--- config.mk ---
export PLATFORM = sky130hd
export DESIGN_NAME = ferryman_solver
export DESIGN_NICKNAME = d
export VERILOG_FILES = /design/src/rtl/ferryman_solver.sv
export SDC_FILE = /design/constraint.sdc
export NUM_CORES = 1
export LEC_CHECK = 0
export ABC_AREA = 1
export CAP_MARGIN = 0
export CORE_ASPECT_RATIO = 0.5
export CORE_MARGIN = 1
export CORE_UTILIZATION = 65
export CTS_CLUSTER_DIAMETER = 40
export CTS_CLUSTER_SIZE = 12
export DETAILED_ROUTE_END_ITERATION = 8
export PLACE_DENSITY = 0.83
export SLEW_MARGIN = 20
export SYNTH_ARGS = -nofsm -noshare
export SYNTH_HDL_FRONTEND = slang
export SYNTH_SLANG_ARGS = --single-unit
--- constraint.sdc ---
create_clock -name clk -period 9.7 [get_ports clk]
set_input_delay 1.455 -clock clk [delete_from_list [all_inputs] [get_ports clk]]
set_output_delay 1.455 -clock clk [all_outputs]
set_load 0.02 [all_outputs]
--- src/rtl/ferryman_solver.sv ---
// Depth-first solver for the man/goat/wolf/cabbage crossing; replays the found path as a move stream.
// Optional search-cycle counter output is enabled with FERRYMAN_SOLVER_CYCLES_EN.
module ferryman_solver #(
    parameter int STACK_DEPTH = 16
`ifdef FERRYMAN_SOLVER_CYCLES_EN
    , parameter int CNT_W = 8
`endif
) (
    input  logic       clk,
    input  logic       rst_n,
    input  logic       start_i,
    input  logic [3:0] start_state_i,
    output logic       busy_o,
    output logic       mv_valid_o,
    input  logic       mv_ready_i,
    output logic       mv_c_o,
    output logic       mv_w_o,
    output logic       mv_g_o,
    output logic       done_o,
    output logic       fail_o,
    output logic [4:0] path_len_o
`ifdef FERRYMAN_SOLVER_CYCLES_EN
    , output logic [CNT_W-1:0] search_cycles_o
`endif
);
    // state  | meaning
    // IDLE   | waiting for start
    // SEARCH | one DFS candidate per cycle on the top-of-stack node
    // EMIT   | replaying recorded moves from stack bottom upward
    // DONE   | solution fully emitted (or start was already the goal)
    // FAIL   | no solution from start_state
    localparam int IDX_W = $clog2(STACK_DEPTH);
    localparam logic [3:0] GOAL = 4'b1111;

    typedef enum logic [2:0] {IDLE, SEARCH, EMIT, DONE, FAIL} state_t;

    // bank vector is {m,g,w,c}
    function automatic logic is_safe(input logic [3:0] s);
        return !((s[2] == s[1]) && (s[3] != s[2])) && !((s[2] == s[0]) && (s[3] != s[2]));
    endfunction

    function automatic logic [2:0] move_bits(input logic [2:0] idx);
        case (idx)
            3'd0:    return 3'b001;
            3'd1:    return 3'b010;
            3'd2:    return 3'b100;
            default: return 3'b000;
        endcase
    endfunction

    state_t           state_q;
    logic [3:0]       stk_node_q [STACK_DEPTH];
    logic [2:0]       stk_idx_q  [STACK_DEPTH];
    logic [IDX_W-1:0] top_q;
    logic [IDX_W-1:0] rd_ptr_q;
    logic [15:0]      visited_q;
    logic             busy_q, mv_valid_q, mv_c_q, mv_w_q, mv_g_q, done_q, fail_q;
    logic [4:0]       path_len_q;

    logic [3:0] top_node, cand;
    logic [2:0] top_idx;
    logic       cand_legal, cand_ok;

    always_comb begin
        top_node   = stk_node_q[top_q];
        top_idx    = stk_idx_q[top_q];
        cand_legal = 1'b1;
        cand       = top_node ^ 4'b1000;
        case (top_idx)
            3'd0: begin cand_legal = (top_node[2] == top_node[3]); cand = top_node ^ 4'b1100; end
            3'd1: begin cand_legal = (top_node[1] == top_node[3]); cand = top_node ^ 4'b1010; end
            3'd2: begin cand_legal = (top_node[0] == top_node[3]); cand = top_node ^ 4'b1001; end
            3'd3: cand_legal = 1'b1;
            default: cand_legal = 1'b0;
        endcase
        cand_ok = cand_legal && is_safe(cand) && !visited_q[cand];
    end

    always_ff @(posedge clk or negedge rst_n) begin
        if (!rst_n) begin
            state_q    <= IDLE;
            top_q      <= '0;
            rd_ptr_q   <= '0;
            visited_q  <= '0;
            busy_q     <= 1'b0;
            mv_valid_q <= 1'b0;
            {mv_c_q, mv_w_q, mv_g_q} <= 3'b000;
            done_q     <= 1'b0;
            fail_q     <= 1'b0;
            path_len_q <= '0;
            for (int i = 0; i < STACK_DEPTH; i++) begin
                stk_node_q[i] <= '0;
                stk_idx_q[i]  <= '0;
            end
        end else begin
            case (state_q)
                IDLE, DONE, FAIL: begin
                    if (start_i) begin
                        done_q        <= 1'b0;
                        fail_q        <= 1'b0;
                        path_len_q    <= '0;
                        top_q         <= '0;
                        rd_ptr_q      <= '0;
                        stk_node_q[0] <= start_state_i;
                        stk_idx_q[0]  <= '0;
                        visited_q     <= 16'd1 << start_state_i;
                        if (!is_safe(start_state_i)) begin
                            state_q <= FAIL;
                            fail_q  <= 1'b1;
                        end else if (start_state_i == GOAL) begin
                            state_q <= DONE;
                            done_q  <= 1'b1;
                        end else begin
                            state_q <= SEARCH;
                            busy_q  <= 1'b1;
                        end
                    end
                end
                SEARCH: begin
                    if (top_idx == 3'd4) begin
                        if (top_q == '0) begin
                            state_q <= FAIL;
                            fail_q  <= 1'b1;
                            busy_q  <= 1'b0;
                        end else begin
                            // backtrack: the parent moves on to its next candidate
                            top_q <= top_q - 1'b1;
                            stk_idx_q[top_q - 1'b1] <= stk_idx_q[top_q - 1'b1] + 3'd1;
                        end
                    end else if (cand_ok) begin
                        top_q                   <= top_q + 1'b1;
                        stk_node_q[top_q + 1'b1] <= cand;
                        stk_idx_q[top_q + 1'b1]  <= '0;
                        visited_q[cand]         <= 1'b1;
                        if (cand == GOAL) begin
                            state_q    <= EMIT;
                            path_len_q <= 5'(top_q) + 5'd1;
                            rd_ptr_q   <= '0;
                            mv_valid_q <= 1'b1;
                            {mv_c_q, mv_w_q, mv_g_q} <= move_bits(stk_idx_q[0]);
                        end
                    end else begin
                        stk_idx_q[top_q] <= top_idx + 3'd1;
                    end
                end
                EMIT: begin
                    if (mv_ready_i) begin
                        if (5'(rd_ptr_q) == path_len_q - 5'd1) begin
                            state_q    <= DONE;
                            mv_valid_q <= 1'b0;
                            {mv_c_q, mv_w_q, mv_g_q} <= 3'b000;
                            busy_q     <= 1'b0;
                            done_q     <= 1'b1;
                        end else begin
                            rd_ptr_q <= rd_ptr_q + 1'b1;
                            {mv_c_q, mv_w_q, mv_g_q} <= move_bits(stk_idx_q[rd_ptr_q + 1'b1]);
                        end
                    end
                end
                default: state_q <= IDLE;
            endcase
        end
    end

`ifdef FERRYMAN_SOLVER_CYCLES_EN
    logic [CNT_W-1:0] cyc_q;

    always_ff @(posedge clk or negedge rst_n) begin
        if (!rst_n) begin
            cyc_q <= '0;
        end else if (start_i && (state_q == IDLE || state_q == DONE || state_q == FAIL)) begin
            cyc_q <= '0;
        end else if (state_q == SEARCH && cyc_q != '1) begin
            cyc_q <= cyc_q + 1'b1;
        end
    end

    assign search_cycles_o = cyc_q;
`endif

    assign busy_o     = busy_q;
    assign mv_valid_o = mv_valid_q;
    assign mv_c_o     = mv_c_q;
    assign mv_w_o     = mv_w_q;
    assign mv_g_o     = mv_g_q;
    assign done_o     = done_q;
    assign fail_o     = fail_q;
    assign path_len_o = path_len_q;

endmodule

Word level (Yosys, flattened, before mapping)
Index checks and enable logic that the tools add are counted. W data, S select, Z words.

Register bits: 151. Input bits: 8. Output and inout port bits: 12. Logic and storage cells: 264.

$add $sub $neg: 7. Order comparisons: 9. Equal/unequal tests: 40. Shifts and indexed selects: 1. Multiplexer cells: 111. Bitwise gates (word level): 12. Reduce and logical (&&, ||, !) cells: 40.

Operator list (number): $mux W48 (3); $mux W64 (2); $bwmux W48 (2); $bwmux W64 (1); $mux W3 (18); $mux W4 (13); $and A48 B48 Y48 (1); $mux W16 (3); $not A48 Y48 (1); $bmux W3 S4 (3); $demux W3 S4 (3); $mux W1 (36); $pmux W16 S2 (1); $pmux W3 S3 (3); $ne A2 B2 Y1 const B (12); $pmux W4 S3 (2); $ge A5 B5 Y1 const B (4); $mux W5 (4); $not A4 Y5 (4); $eq A3 B2 Y1 const B (6); $bmux W4 S4 (1); $demux W4 S4 (1); $or A16 B16 Y16 (1); $pmux W4 S2 (2); 40 further kinds (93).

Logic depth before layout (Yosys ltp)
Gate-level depths: netlist of the first run.

Depth after elaboration: 15. Depth in mapped cells: 33. Gate-level depth less buffers: 24.

Least setup slack after synthesis of the first run
OpenSTA, ideal clock, no wires.

Path type: register to register. Start: reg top_q[0]. End: reg stk_idx_q[13] in the netlist's numbering. Library setup time: 0.065 ns. Arrival time: 4.865 ns. Data required time: 9.635 ns. Setup slack: 4.770 ns. Cell stages (with the launch flop): 26. Buffers on the path: 11. Clock period less this slack: 4.930 ns. Cell sequence: dfrtp_1 -> inv_2 -> buf_4 -> buf_2 -> buf_2 -> buf_2 -> clkbuf_1 -> clkbuf_1 -> clkbuf_1 -> ha_1 -> inv_1 -> buf_1 -> a21oi_1 -> o21ai_0 -> a21oi_1 -> or2_2 -> a221oi_2 -> buf_2 -> inv_1 -> ha_1 -> buf_1 -> clkbuf_1 -> nand2_1 -> o21ai_0 -> nand2_1 -> nand2_1.

Cells in the longest elaborated chain, start to end: 14. Elaborated cells on any way between the ends: 68. Those cells by class: add/sub: 4; order compare: 6; eq/ne: 11; mux: 24; bitwise: 9; reduce/logical: 14.

Ends and longest elaborated chain: from (decl) (RTL line 54) `logic [IDX_W-1:0] top_q;`; from (signal assigned) (RTL line 127) `top_q <= top_q - 1'b1;`; from (signal assigned) (RTL line 131) `top_q <= top_q + 1'b1;`; parallel branches: the longest is 14 deep, another holds $mux W48; to (signal, indexed assignment) (RTL line 128) `stk_idx_q[top_q - 1'b1] <= stk_idx_q[top_q - 1'b1] + 3'd1;`; to (signal, indexed assignment) (RTL line 143) `stk_idx_q[top_q] <= top_idx + 3'd1;`; to (decl) (RTL line 53) `logic [2:0] stk_idx_q [STACK_DEPTH];`.

Several ways; the timed one is not identified. The select of a mux whose other input is x is not followed. A chain may end at the register's enable or synchronous reset.

Worst setup path after layout of the first run
Start: reg top_q[0]. End: reg stk_node_q[17] in the netlist's numbering.

Cells in the longest elaborated chain, start to end: 13. Elaborated cells on any way between the ends: 44. Those cells by class: add/sub: 1; order compare: 2; eq/ne: 10; mux: 13; bitwise: 7; reduce/logical: 11.

Ends and longest elaborated chain: parallel branches: the longest is 13 deep, another holds $not A4 Y5; to (signal, indexed assignment) (RTL line 132) `stk_node_q[top_q + 1'b1] <= cand;`; to (decl) (RTL line 52) `logic [3:0] stk_node_q [STACK_DEPTH];`.

Several ways; the timed one is not identified. The select of a mux whose other input is x is not followed.

==> impl_metrics.tcl, run 1 <==
set metrics [dict create \
    hold_violations 0 \
    area_growth_pct 6.75 \
    grt_remaining_overflow 0 \
    postSynthRegisterBits 151 \
    violated_checks "DRC" \
    clockPowerShare_pct 44.0 \
    clkLatencyLatePin_ns 0.44 \
    layout_commonest_cell "sky130_fd_sc_hd__nand2_1" \
    grtUsageTotal_pct 42.3 \
    drc_errors 5 \
    seq_area_frac_synth_pct 33.9 \
    power.share.combinational_pct 14.5 \
    root_buffer "sky130_fd_sc_hd__clkbuf_16" \
    floorplan.die_area_um2 17700 \
    post-route-util_pct 71.9 \
    start_util_pct 67.4 \
    cts_made_buffers 17 \
    end_kind "flip-flop" \
    synth.distinct_cells 44 \
    worst_hold_path_type "reg2reg" \
    diodes 0 \
    worst_path_most_repeated_cell "sky130_fd_sc_hd__nand2_1" \
    number_of_antenna_violations_at_the_first_check_in_global_routing 1 \
    cell_area_after_synthesis_um2 11200 \
    critical_path.slowest_cell "sky130_fd_sc_hd__dfrtp_2" \
    cp_data_required_time_ns 10.00 \
    static_leak_nw 5.59 \
    leading_cell_types_in_the_layout_fill_and_taps_excluded "577 x sky130_fd_sc_hd__nand2_1, 211 x sky130_fd_sc_hd__nor2_1, 165 x sky130_fd_sc_hd__o21ai_0" \
    critical_path.startpoint_type "flip-flop" \
    seqPwrFrac_pct 41.5 \
    max-clock-path-buffers 2 \
    max_freq_ghz 0.143 \
    finalSetupViolCount 0 \
    detail_route.first_pass.iterations 9 \
    r2r_slack_ns 2.73 \
    final_nets 1767 \
    synthesis.nets 1798 \
    leading_register_cell_type_out_of_synthesis "sky130_fd_sc_hd__dfrtp_1" \
    setup_total_negative_slack_ns 0 \
    unrepaired_setup_endpoints_after_global_routing "false" \
    number_of_enable_flip_flop_cells_after_synthesis 0 \
    grt_first_pass_wirelength_um 57400 \
    via_count 12200 \
    placedCellCount 1947 \
    fp-row-count 33 \
    post_cts_resized 0 \
    headroom_to_the_max_slew_limit_pct 29.0 \
    timing.final.crit_share_pct 71.8 \
    post_route_cells_drive_above_1_share_pct 5.31 \
    drt_iter0_markers 1741 \
    clk_pin_slew_ns 0.08 \
    ys_warn_count 0 \
    status "complete, but fails checks" \
    cts.sinks 151 \
    avgViaCountPerCell 6.17 \
    switchingPower_mw 0.501 \
    dieHeight_um 94.6 \
    crit_fanout 88 \
    timing.final.ws_setup_ns 2.73 \
    number_of_top_level_pins 20 \
    cts_tree "built" \
    timing.rr.start "top_q[0]" \
    avgRoutedWirePerCell_um 18.6 \
    dp_slack_ns 2.65 \
    avgSynthCellArea_um2 6.30 \
    port_buffers 19 \
    critical_path.endpoint "stk_node_q[17]" \
    routabilityCongestion 1.02 \
    delay_of_the_slowest_cell_on_the_worst_path_ns 0.85 \
    path_cells "inv_2 -> o21ai_0 -> nand2_1 -> nand2_1 -> nand4_1 -> inv_1 -> ha_1 -> o21ai_0 -> nand2_1 -> nand2_2 -> nor2_2 -> nand2_1 -> nand3_1 -> nand2_1 -> clkinv_1 -> nand3_4 -> nor2_4 -> nand2_1 -> nand2_1 -> o21ai_0" \
    critical_path_class "reg2reg" \
    p_int_mw 1.06 \
    htree_levels 4 \
    syn_inst 1770 \
    drt_wl_total_um 36800 \
    cap_viol_max_count 0 \
    final.min_clock_period_ns 6.97 \
    detailed_placement_hpwl_um 25700 \
    r2r_end "stk_node_q[17]" \
    ctsHoldBuffers 0 \
    first_global_vias 11100 \
    finalNonFillerCells 1979 \
    clock-skew-final_ns 0.0138 \
    cp_data_arrival_time_ns 7.27 \
    power_switching_share_pct 32.0 \
    timing_startpoint_of_the_critical_path "top_q[0]" \
    pwr_cell_area_nw_per_um2 131 \
    floorplan.die.width_um 187 \
    worst_pin_slew_ns 1.06 \
    grt_max_degree 90 \
    post-cts-setup-buffers 0 \
    max-vdd-ir-drop_v 0.000120 \
    ys_async_sr_fraction_pct 100 \
    r2r_cells 20 \
    min_from "stk_node_q[49]" \
    maxSlewViolCount 0 \
    core_footprint_um2 16600 \
    detail-route-antenna-nets 0 \
]
==> flip-flops by register name (all words and copies together), names as in the netlist <==
name / cells
stk_idx_q: 48
mv_valid_o: 1
rd_ptr_q: 4
stk_node_q: 64
mv_c_o: 1
visited_q: 16
busy_o: 1
path_len_o: 5
done_o: 1
fail_o: 1
mv_g_o: 1
mv_w_o: 1
state_q: 3
top_q: 4
==> cell type report <==
| type | instances | area (um2) |
|---|---|---|
| clock inverters | 15 | 180 |
| well taps | 227 | 284 |
| clock buffers | 17 | 425 |
| flip-flops and latches | 151 | 3780 |
| multi-input cells | 1373 | 6340 |
| repair buffers | 30 | 274 |
| inverters | 166 | 623 |
| fillers | 1379 | 4650 |
==> cells in the mapped netlist, types with 9 or more instances <==
master / count / area [um2]
sky130_fd_sc_hd__a21oi_1: 92 / 460
sky130_fd_sc_hd__a22oi_1: 13 / 97.6
sky130_fd_sc_hd__buf_2: 17 / 85.1
sky130_fd_sc_hd__buf_4: 11 / 82.6
sky130_fd_sc_hd__clkbuf_1: 39 / 146
sky130_fd_sc_hd__dfrtp_1: 151 / 3780
sky130_fd_sc_hd__ha_1: 20 / 250
sky130_fd_sc_hd__inv_1: 157 / 589
sky130_fd_sc_hd__nand2_1: 578 / 2170
sky130_fd_sc_hd__nand2_2: 14 / 87.6
sky130_fd_sc_hd__nand3_1: 124 / 621
sky130_fd_sc_hd__nand4_1: 14 / 87.6
sky130_fd_sc_hd__nor2_1: 211 / 792
sky130_fd_sc_hd__nor3_1: 15 / 75.1
sky130_fd_sc_hd__o211ai_1: 10 / 75.1
sky130_fd_sc_hd__o21ai_0: 165 / 826
sky130_fd_sc_hd__o21ai_1: 51 / 255
sky130_fd_sc_hd__o21bai_1: 12 / 90.1
sky130_fd_sc_hd__o22ai_1: 9 / 56.3
==> worst min path at each step <==
| stage | end | slack (ns) | depth (start not counted) |
|---|---|---|---|
| 2_1_floorplan | stk_node_q[21] | 0.45 | 2 |
| 3_3_place_gp | stk_node_q[38] | 0.46 | 2 |
| 3_5_place_dp | stk_node_q[27] | 0.47 | 2 |
| 4_1_cts | stk_node_q[62] | 0.49 | 2 |
| 5_1_grt | mv_valid_o | 0.51 | 2 |
| 6_report | stk_node_q[49] | 0.49 | 2 |
==> metal layers <==
| metal | wire length, um | GRT usage (%) | part of all wire [%] |
|---|---|---|---|
| met1 | 14800 | 56.2 | 40 |
| met2 | 15700 | 65.8 | 43 |
| met3 | 4920 | 11.0 | 13 |
| met4 | 1340 | 18.2 | 3.6 |
| met5 | 13 | 0 | 0.035 |
==> power by group through the flow <==
stage	clock (mW)	sequential (mW)	combinational, mW
5_1_grt	0.712	0.650	0.247
4_1_cts	0.684	0.649	0.222
3_3_place_gp	0	0.660	0.218
6_report	0.688	0.649	0.227
2_1_floorplan	0	0.663	0.137
3_5_place_dp	0	0.661	0.221
==> through the flow <==
stage	hold WS [ns]	cell area, um2	power (mW)
6_report	0.486	11900	1.56
5_1_grt	0.506	11900	1.61
4_1_cts	0.486	11900	1.55
3_5_place_dp	0.469	11300	0.882
3_3_place_gp	0.463	11300	0.878
2_1_floorplan	0.448	11200	0.800
==> worst max-delay path: cells and delay by family, from the launching register on <==
family                     cells  cell delay, ns
and+or+nand+nor               13            3.93
buffers and inverters          3            1.21
DFF                            1            0.85
AOI/OAI and AO/OA              3            0.51
adders and majority gates      1            0.31
==> cells by family (layout without fill, tap and decap cells) <==
logic type | Yosys count | in the layout | share of synthesized area [%]
compound gates | 362 | 362 | 17.5
flops | 151 | 151 | 33.9
fa+ha+maj | 20 | 20 | 2.24
simple gates | 983 | 983 | 36.4
xor+xnor | 8 | 8 | 0.628
buf+inv | 246 | 228 | 9.39
(Power assumes the default switching activity.)
==> inputs of run 2 (changes only) <==
--- a/config.mk
+++ b/config.mk
@@ -9,11 +9,11 @@
 export CAP_MARGIN = 0
 export CORE_ASPECT_RATIO = 0.5
 export CORE_MARGIN = 1
-export CORE_UTILIZATION = 65
+export CORE_UTILIZATION = 64
 export CTS_CLUSTER_DIAMETER = 40
 export CTS_CLUSTER_SIZE = 12
 export DETAILED_ROUTE_END_ITERATION = 8
-export PLACE_DENSITY = 0.83
+export PLACE_DENSITY = 0.81
 export SLEW_MARGIN = 20
 export SYNTH_ARGS = -nofsm -noshare
 export SYNTH_HDL_FRONTEND = slang
==> constraint.sdc (replaced) <==
create_clock -name clk -period 6.7 [get_ports clk]
set_input_delay 1.005 -clock clk [delete_from_list [all_inputs] [get_ports clk]]
set_output_delay 1.005 -clock clk [all_outputs]
set_load 0.02 [all_outputs]
==> run 2 against run 1 <==
  * Hold slack worse by 0.0012 ns
  * Worst setup slack worse by 1.5 ns
  * Largest power group unchanged
  * Highest routed layer is now met4
  * Clock skew is 0.0043 ns lower
  * Clock-buffer cell count is 1 higher
  * The run now ends clean
  * Cell count is 0.15% higher
  * Global-route usage is 0.69 points lower
  * Clock power is 40% higher
  * Critical path type unchanged
  * Maximum frequency is 29% higher
==> impl_metrics.tcl, run 2 (synthesized netlist as in run 1, its figures left out) <==
set metrics [dict create \
    number_of_antenna_violations_at_the_first_check_in_global_routing 2 \
    wl_met1_um 15400 \
    largest_registers "stk_node_q: 64 flops, stk_idx_q: 48 flops, visited_q: 16 flops" \
    met2RoutedLength_um 15200 \
    clkLatencyLatePin_ns 0.44 \
    dieHeight_um 95.4 \
    critical_path_class "reg2reg" \
    final_nets 1769 \
    headroom_to_the_max_slew_limit_pct 26.5 \
    static_leak_nw 5.59 \
    setup_total_negative_slack_ns 0 \
    area_growth_pct 6.56 \
    start_util_pct 66.7 \
    grt_remaining_overflow 0 \
    registers.top_by_ff_count "stk_node_q" \
    total_power_mw 2.22 \
    first_global_vias 11000 \
    leading_cell_types_in_the_layout_fill_and_taps_excluded "577 x sky130_fd_sc_hd__nand2_1, 211 x sky130_fd_sc_hd__nor2_1, 165 x sky130_fd_sc_hd__o21ai_0" \
    floorplan.die.width_um 189 \
    detail-route-antenna-nets 0 \
    root_buffer "sky130_fd_sc_hd__clkbuf_16" \
    max-vdd-ir-drop_v 0.000173 \
    fillers 1431 \
    hold_violations 0 \
    path_cells "inv_2 -> a21oi_1 -> o21ai_0 -> nand2_1 -> nand2_1 -> nand4_1 -> inv_1 -> ha_1 -> o21ai_0 -> nand2_1 -> nand2_2 -> nor2_2 -> nand2_1 -> nand3_1 -> nand2_1 -> clkinv_1 -> nand3_4 -> nor2_4 -> nand2_1 -> nand2_1 -> o21ai_0" \
    timing.critical_path.max_delay_family "simple AND/OR/NAND/NOR gates" \
    met3RoutedLength_um 4600 \
    fp-row-count 33 \
    crit_fanout 51 \
    routabilityCongestion 1.02 \
    maxUsedRoutingLayer "met4" \
    avgRoutedWirePerCell_um 18.4 \
    r2r_slack_ns 1.28 \
    status "completed" \
    worst_hold_path_type "reg2reg" \
    post_route_cells_drive_above_1_share_pct 5.36 \
    worst_hold_path.num_cells 2 \
    avgViaCountPerCell 6.09 \
    drt_wl_total_um 36500 \
    via_count 12100 \
    layout_commonest_cell "sky130_fd_sc_hd__nand2_1" \
    final.min_clock_period_ns 5.42 \
    core_footprint_um2 16700 \
    drc_errors 0 \
    placedCellCount 1949 \
    detailed_placement_hpwl_um 25400 \
    critical_path.startpoint_type "flip-flop" \
    pwr_cell_area_nw_per_um2 187 \
    cts_tree "built" \
    floorplan.die_area_um2 18000 \
    cap_viol_max_count 0 \
    unrepaired_setup_endpoints_after_global_routing "false" \
    number_of_top_level_pins 20 \
    cts_made_buffers 17 \
    cp.buffers_inverters 3 \
    grtUsageTotal_pct 41.6 \
    detail_route.first_pass.iterations 6 \
    worst_path_most_repeated_cell "sky130_fd_sc_hd__nand2_1" \
    cp_data_required_time_ns 6.99 \
    post-cts-setup-buffers 0 \
    cp_data_arrival_time_ns 5.71 \
    end_kind "flip-flop" \
    grt_max_degree 105 \
    ctsHoldBuffers 0 \
    clk_pin_slew_ns 0.07 \
    path_depth 21 \
    clock-skew-final_ns 0.00953 \
    largest_register_ff_count 64 \
    timing.final.crit_share_pct 80.9 \
    fin_area_um2 11900 \
    cts.sinks 151 \
    finalSetupViolCount 0 \
    maxSlewViolCount 0 \
    finalNonFillerCells 1982 \
    grt_first_pass_wirelength_um 57400 \
    r2r_cells 21 \
    post_cts_resized 0 \
    max_freq_ghz 0.184 \
    critical_path.slowest_cell "sky130_fd_sc_hd__inv_2" \
    delay_of_the_slowest_cell_on_the_worst_path_ns 0.63 \
    htree_levels 4 \
    worst_pin_slew_ns 1.10 \
    place_area_um2 11300 \
    drt_iter0_markers 1566 \
    port_buffers 19 \
    post-route-util_pct 71.1 \
    max-clock-path-buffers 2 \
]
[run 2: changes by cell type in the layout (fill, tap and decap cells not counted), sizes merged]
| cell | delta |
|---|---|
| inv | +1 |
| diode | +1 |
| clkbuf | +1 |
| clkinv | -2 |
| buf | +2 |
[run 2: stage by stage]
| stage | hold slack [ns] | worst slack (ns) |
|---|---|---|
| 3_3_place_gp | 0.463 | 1.74 |
| 3_5_place_dp | 0.462 | 1.53 |
| 4_1_cts | 0.481 | 1.50 |
| 5_1_grt | 0.505 | 0.892 |
| 2_1_floorplan | 0.448 | 1.77 |
| 6_report | 0.485 | 1.28 |
[run 2: path summary, 6_finish.rpt]
path,start,to
max,top_q[0],stk_node_q[41]
min,mv_valid_o,mv_valid_o
max reg2reg,top_q[0],stk_node_q[41]
min reg2reg,mv_valid_o,mv_valid_o
max in group asynchronous,rst_n,stk_node_q[39]
min in group asynchronous,rst_n,top_q[0]
[run 2: where the power goes]
part / internal [mW] / switching [mW]
Sequential: 0.926 / 0.0189
Combinational: 0.100 / 0.214
Clock: 0.501 / 0.462
[run 2: area by class of cell]
type	count	area [um2]	share of cell area, %
Multi-Input combinational cell	1373	6340	53.3
Clock buffer	18	439	3.69
Timing Repair Buffer	32	289	2.43
Tap cell	227	284	2.39
Clock inverter	14	133	1.12
Antenna cell	1	2.50	0.0211
Inverter	166	623	5.24
Sequential cell	151	3780	31.8
[run 2: worst min-delay path: stages (launching register included)]
cell and delay (ns):
sky130_fd_sc_hd__dfrtp_1 0.35, sky130_fd_sc_hd__nand2_1 0.06, sky130_fd_sc_hd__nand2_1 0.05
[run 2: metal layers]
metal  GRT usage, %  up-vias
met4           19.4        0
met5              0        -
li1               -     5645
met1           56.6     5573
met2           61.8      740
met3           11.5      110
==> inputs of run 3 (changes only) <==
==> constraint.sdc (replaced) <==
create_clock -name clk -period 5.3 [get_ports clk]
set_input_delay 0.795 -clock clk [delete_from_list [all_inputs] [get_ports clk]]
set_output_delay 0.795 -clock clk [all_outputs]
set_load 0.02 [all_outputs]
==> run 3 against run 2 <==
  * Clock-buffer cell count shrank 1
  * Cell count grew 0.25%
  * Critical path depth grew 2
  * Die area is the same
  * Maximum frequency grew 12%
  * Register-to-register slack lost 0.81 ns
  * Clock skew grew 0.0063 ns
  * Via count grew 2.6%
  * Critical endpoint is now stk_idx_q[35]
  * Largest power group unchanged
==> impl_metrics.tcl, run 3 (synthesized netlist as in run 1, its figures left out) <==
set metrics [dict create \
    dp_slack_ns 0.541 \
    crit_fanout 48 \
    area_growth_pct 7.48 \
    port_buffers 19 \
    clkLatencyLatePin_ns 0.44 \
    start_util_pct 66.7 \
    dieHeight_um 95.4 \
    fillers 1435 \
    post_route_cells_drive_above_1_share_pct 5.74 \
    clk_pin_slew_ns 0.08 \
    root_buffer "sky130_fd_sc_hd__clkbuf_16" \
    cts_made_buffers 17 \
    end_kind "flip-flop" \
    timing.final.ws_setup_ns 0.463 \
    max_freq_ghz 0.207 \
    floorplan.die_area_um2 18000 \
    max-clock-path-buffers 2 \
    diodes 0 \
    critical_path_class "reg2reg" \
    layout_commonest_cell "sky130_fd_sc_hd__nand2_1" \
    worst_pin_slew_ns 1.05 \
    status "completed" \
    worst_hold_path_type "in2async" \
    avgRoutedWirePerCell_um 18.8 \
    number_of_antenna_violations_at_the_first_check_in_global_routing 0 \
    post-route-util_pct 71.7 \
    multi_input_area_um2 6340 \
    timing.final.crit_share_pct 91.3 \
    grt_remaining_overflow 0 \
    clock-skew-final_ns 0.0159 \
    first_global_vias 11200 \
    registers.top_by_ff_count "stk_node_q" \
    final.min_clock_period_ns 4.84 \
    ctsHoldBuffers 0 \
    post_cts_resized 0 \
    grtUsageTotal_pct 42.8 \
    drt_iter0_markers 1736 \
    detailed_placement_hpwl_um 25900 \
    detail-route-antenna-nets 0 \
    hold_violations 0 \
    grt_first_pass_wirelength_um 59500 \
    finalSetupViolCount 0 \
    drt_wl_total_um 37300 \
    setup_total_negative_slack_ns 0 \
    htree_levels 4 \
    cp_data_arrival_time_ns 5.21 \
    via_count 12400 \
    routabilityCongestion 1.01 \
    drc_errors 0 \
    largest_register_ff_count 64 \
    largest_registers "stk_node_q: 64 flops, stk_idx_q: 48 flops, visited_q: 16 flops" \
    core_footprint_um2 16700 \
    final_nets 1775 \
    unrepaired_setup_endpoints_after_global_routing "false" \
    leading_cell_types_in_the_layout_fill_and_taps_excluded "577 x sky130_fd_sc_hd__nand2_1, 211 x sky130_fd_sc_hd__nor2_1, 165 x sky130_fd_sc_hd__o21ai_0" \
    fp-row-count 33 \
    regArea_um2 3780 \
    grt_max_degree 98 \
    static_leak_nw 5.65 \
    cts.sinks 151 \
    headroom_to_the_max_slew_limit_pct 29.8 \
    max-vdd-ir-drop_v 0.000217 \
    post-cts-setup-buffers 0 \
    avgViaCountPerCell 6.23 \
    detail_route.first_pass.iterations 8 \
    number_of_top_level_pins 20 \
    critical_path.startpoint_type "flip-flop" \
    cts_tree "built" \
    floorplan.die.width_um 189 \
    cap_viol_max_count 0 \
    maxSlewViolCount 0 \
    pwr_cell_area_nw_per_um2 243 \
    cp_data_required_time_ns 5.68 \
]
run 3: cell types whose count changed in the layout (fill, tap and decap cells not counted), moves of 2 or more:
cell / change
sky130_fd_sc_hd__bufinv_16: +2
sky130_fd_sc_hd__clkinvlp_4: -3
sky130_fd_sc_hd__clkinv_8: +2
sky130_fd_sc_hd__buf_4: +6
run 3: final timing paths:
kind	to	from	cells after the start	slack [ns]
max	stk_idx_q[35]	top_q[0]	23	0.46
min	stk_idx_q[7]	rst_n	1	0.31
max reg2reg	stk_idx_q[35]	top_q[0]	23	0.46
min reg2reg	mv_valid_o	mv_valid_o	2	0.48
max in group asynchronous	top_q[1]	rst_n	2	3.75
min in group clk	mv_valid_o	mv_valid_o	2	0.48
run 3: worst max-delay path, cell delays in order, from the launching register on:
cell	delay, ns
sky130_fd_sc_hd__dfrtp_2	0.45
sky130_fd_sc_hd__inv_4	0.29
sky130_fd_sc_hd__buf_4	0.27
sky130_fd_sc_hd__a21oi_1	0.07
sky130_fd_sc_hd__o21ai_0	0.08
sky130_fd_sc_hd__nand2_1	0.07
sky130_fd_sc_hd__nand2_1	0.07
sky130_fd_sc_hd__nand4_1	0.26
sky130_fd_sc_hd__ha_1	0.33
sky130_fd_sc_hd__nand2_2	0.15
sky130_fd_sc_hd__nand3_1	0.16
sky130_fd_sc_hd__o21ai_1	0.16
sky130_fd_sc_hd__buf_4	0.29
sky130_fd_sc_hd__inv_1	0.16
sky130_fd_sc_hd__ha_1	0.31
sky130_fd_sc_hd__nand3_1	0.08
sky130_fd_sc_hd__nand2_1	0.06
sky130_fd_sc_hd__clkinv_1	0.13
sky130_fd_sc_hd__nand3_4	0.15
sky130_fd_sc_hd__buf_4	0.43
sky130_fd_sc_hd__nand2_1	0.33
sky130_fd_sc_hd__o21ai_0	0.29
sky130_fd_sc_hd__nand2_1	0.08
sky130_fd_sc_hd__nand2_1	0.06
run 3: area by class of cell:
cell class | count | area share (%)
timing repair buffer | 38 | 2.79
sequential | 151 | 31.5
clock inverter | 15 | 1.69
multi-input combinational | 1373 | 52.9
clock buffer | 17 | 3.55
inverter | 166 | 5.22
tap | 227 | 2.37
run 3: through the flow:
stage / total power, mW / hold WS [ns] / instance area (um2) / cells
floorplan: 1.46 / 0.448 / 11200 / 1770
global placement: 1.58 / 0.455 / 11400 / 1955
detailed placement: 1.59 / 0.464 / 11400 / 1955
CTS: 2.89 / 0.346 / 12000 / 1987
global route: 2.99 / 0.356 / 12000 / 1987
finish: 2.92 / 0.308 / 12000 / 1987
run 3: report_power, final:
part,internal [mW],leakage [nW],switching (mW)
clock,0.725,0.309,0.603
sequential,1.17,2.07,0.0231
combinational,0.127,3.28,0.267
run 3: metal layers:
layer	track usage [%]	vias up	part of all wire, %
met2	64.6	898	42
met1	58.6	5682	41
met4	19.4	0	3.9
met3	10.5	141	13
met5	0	-	0
li1	-	5664	-
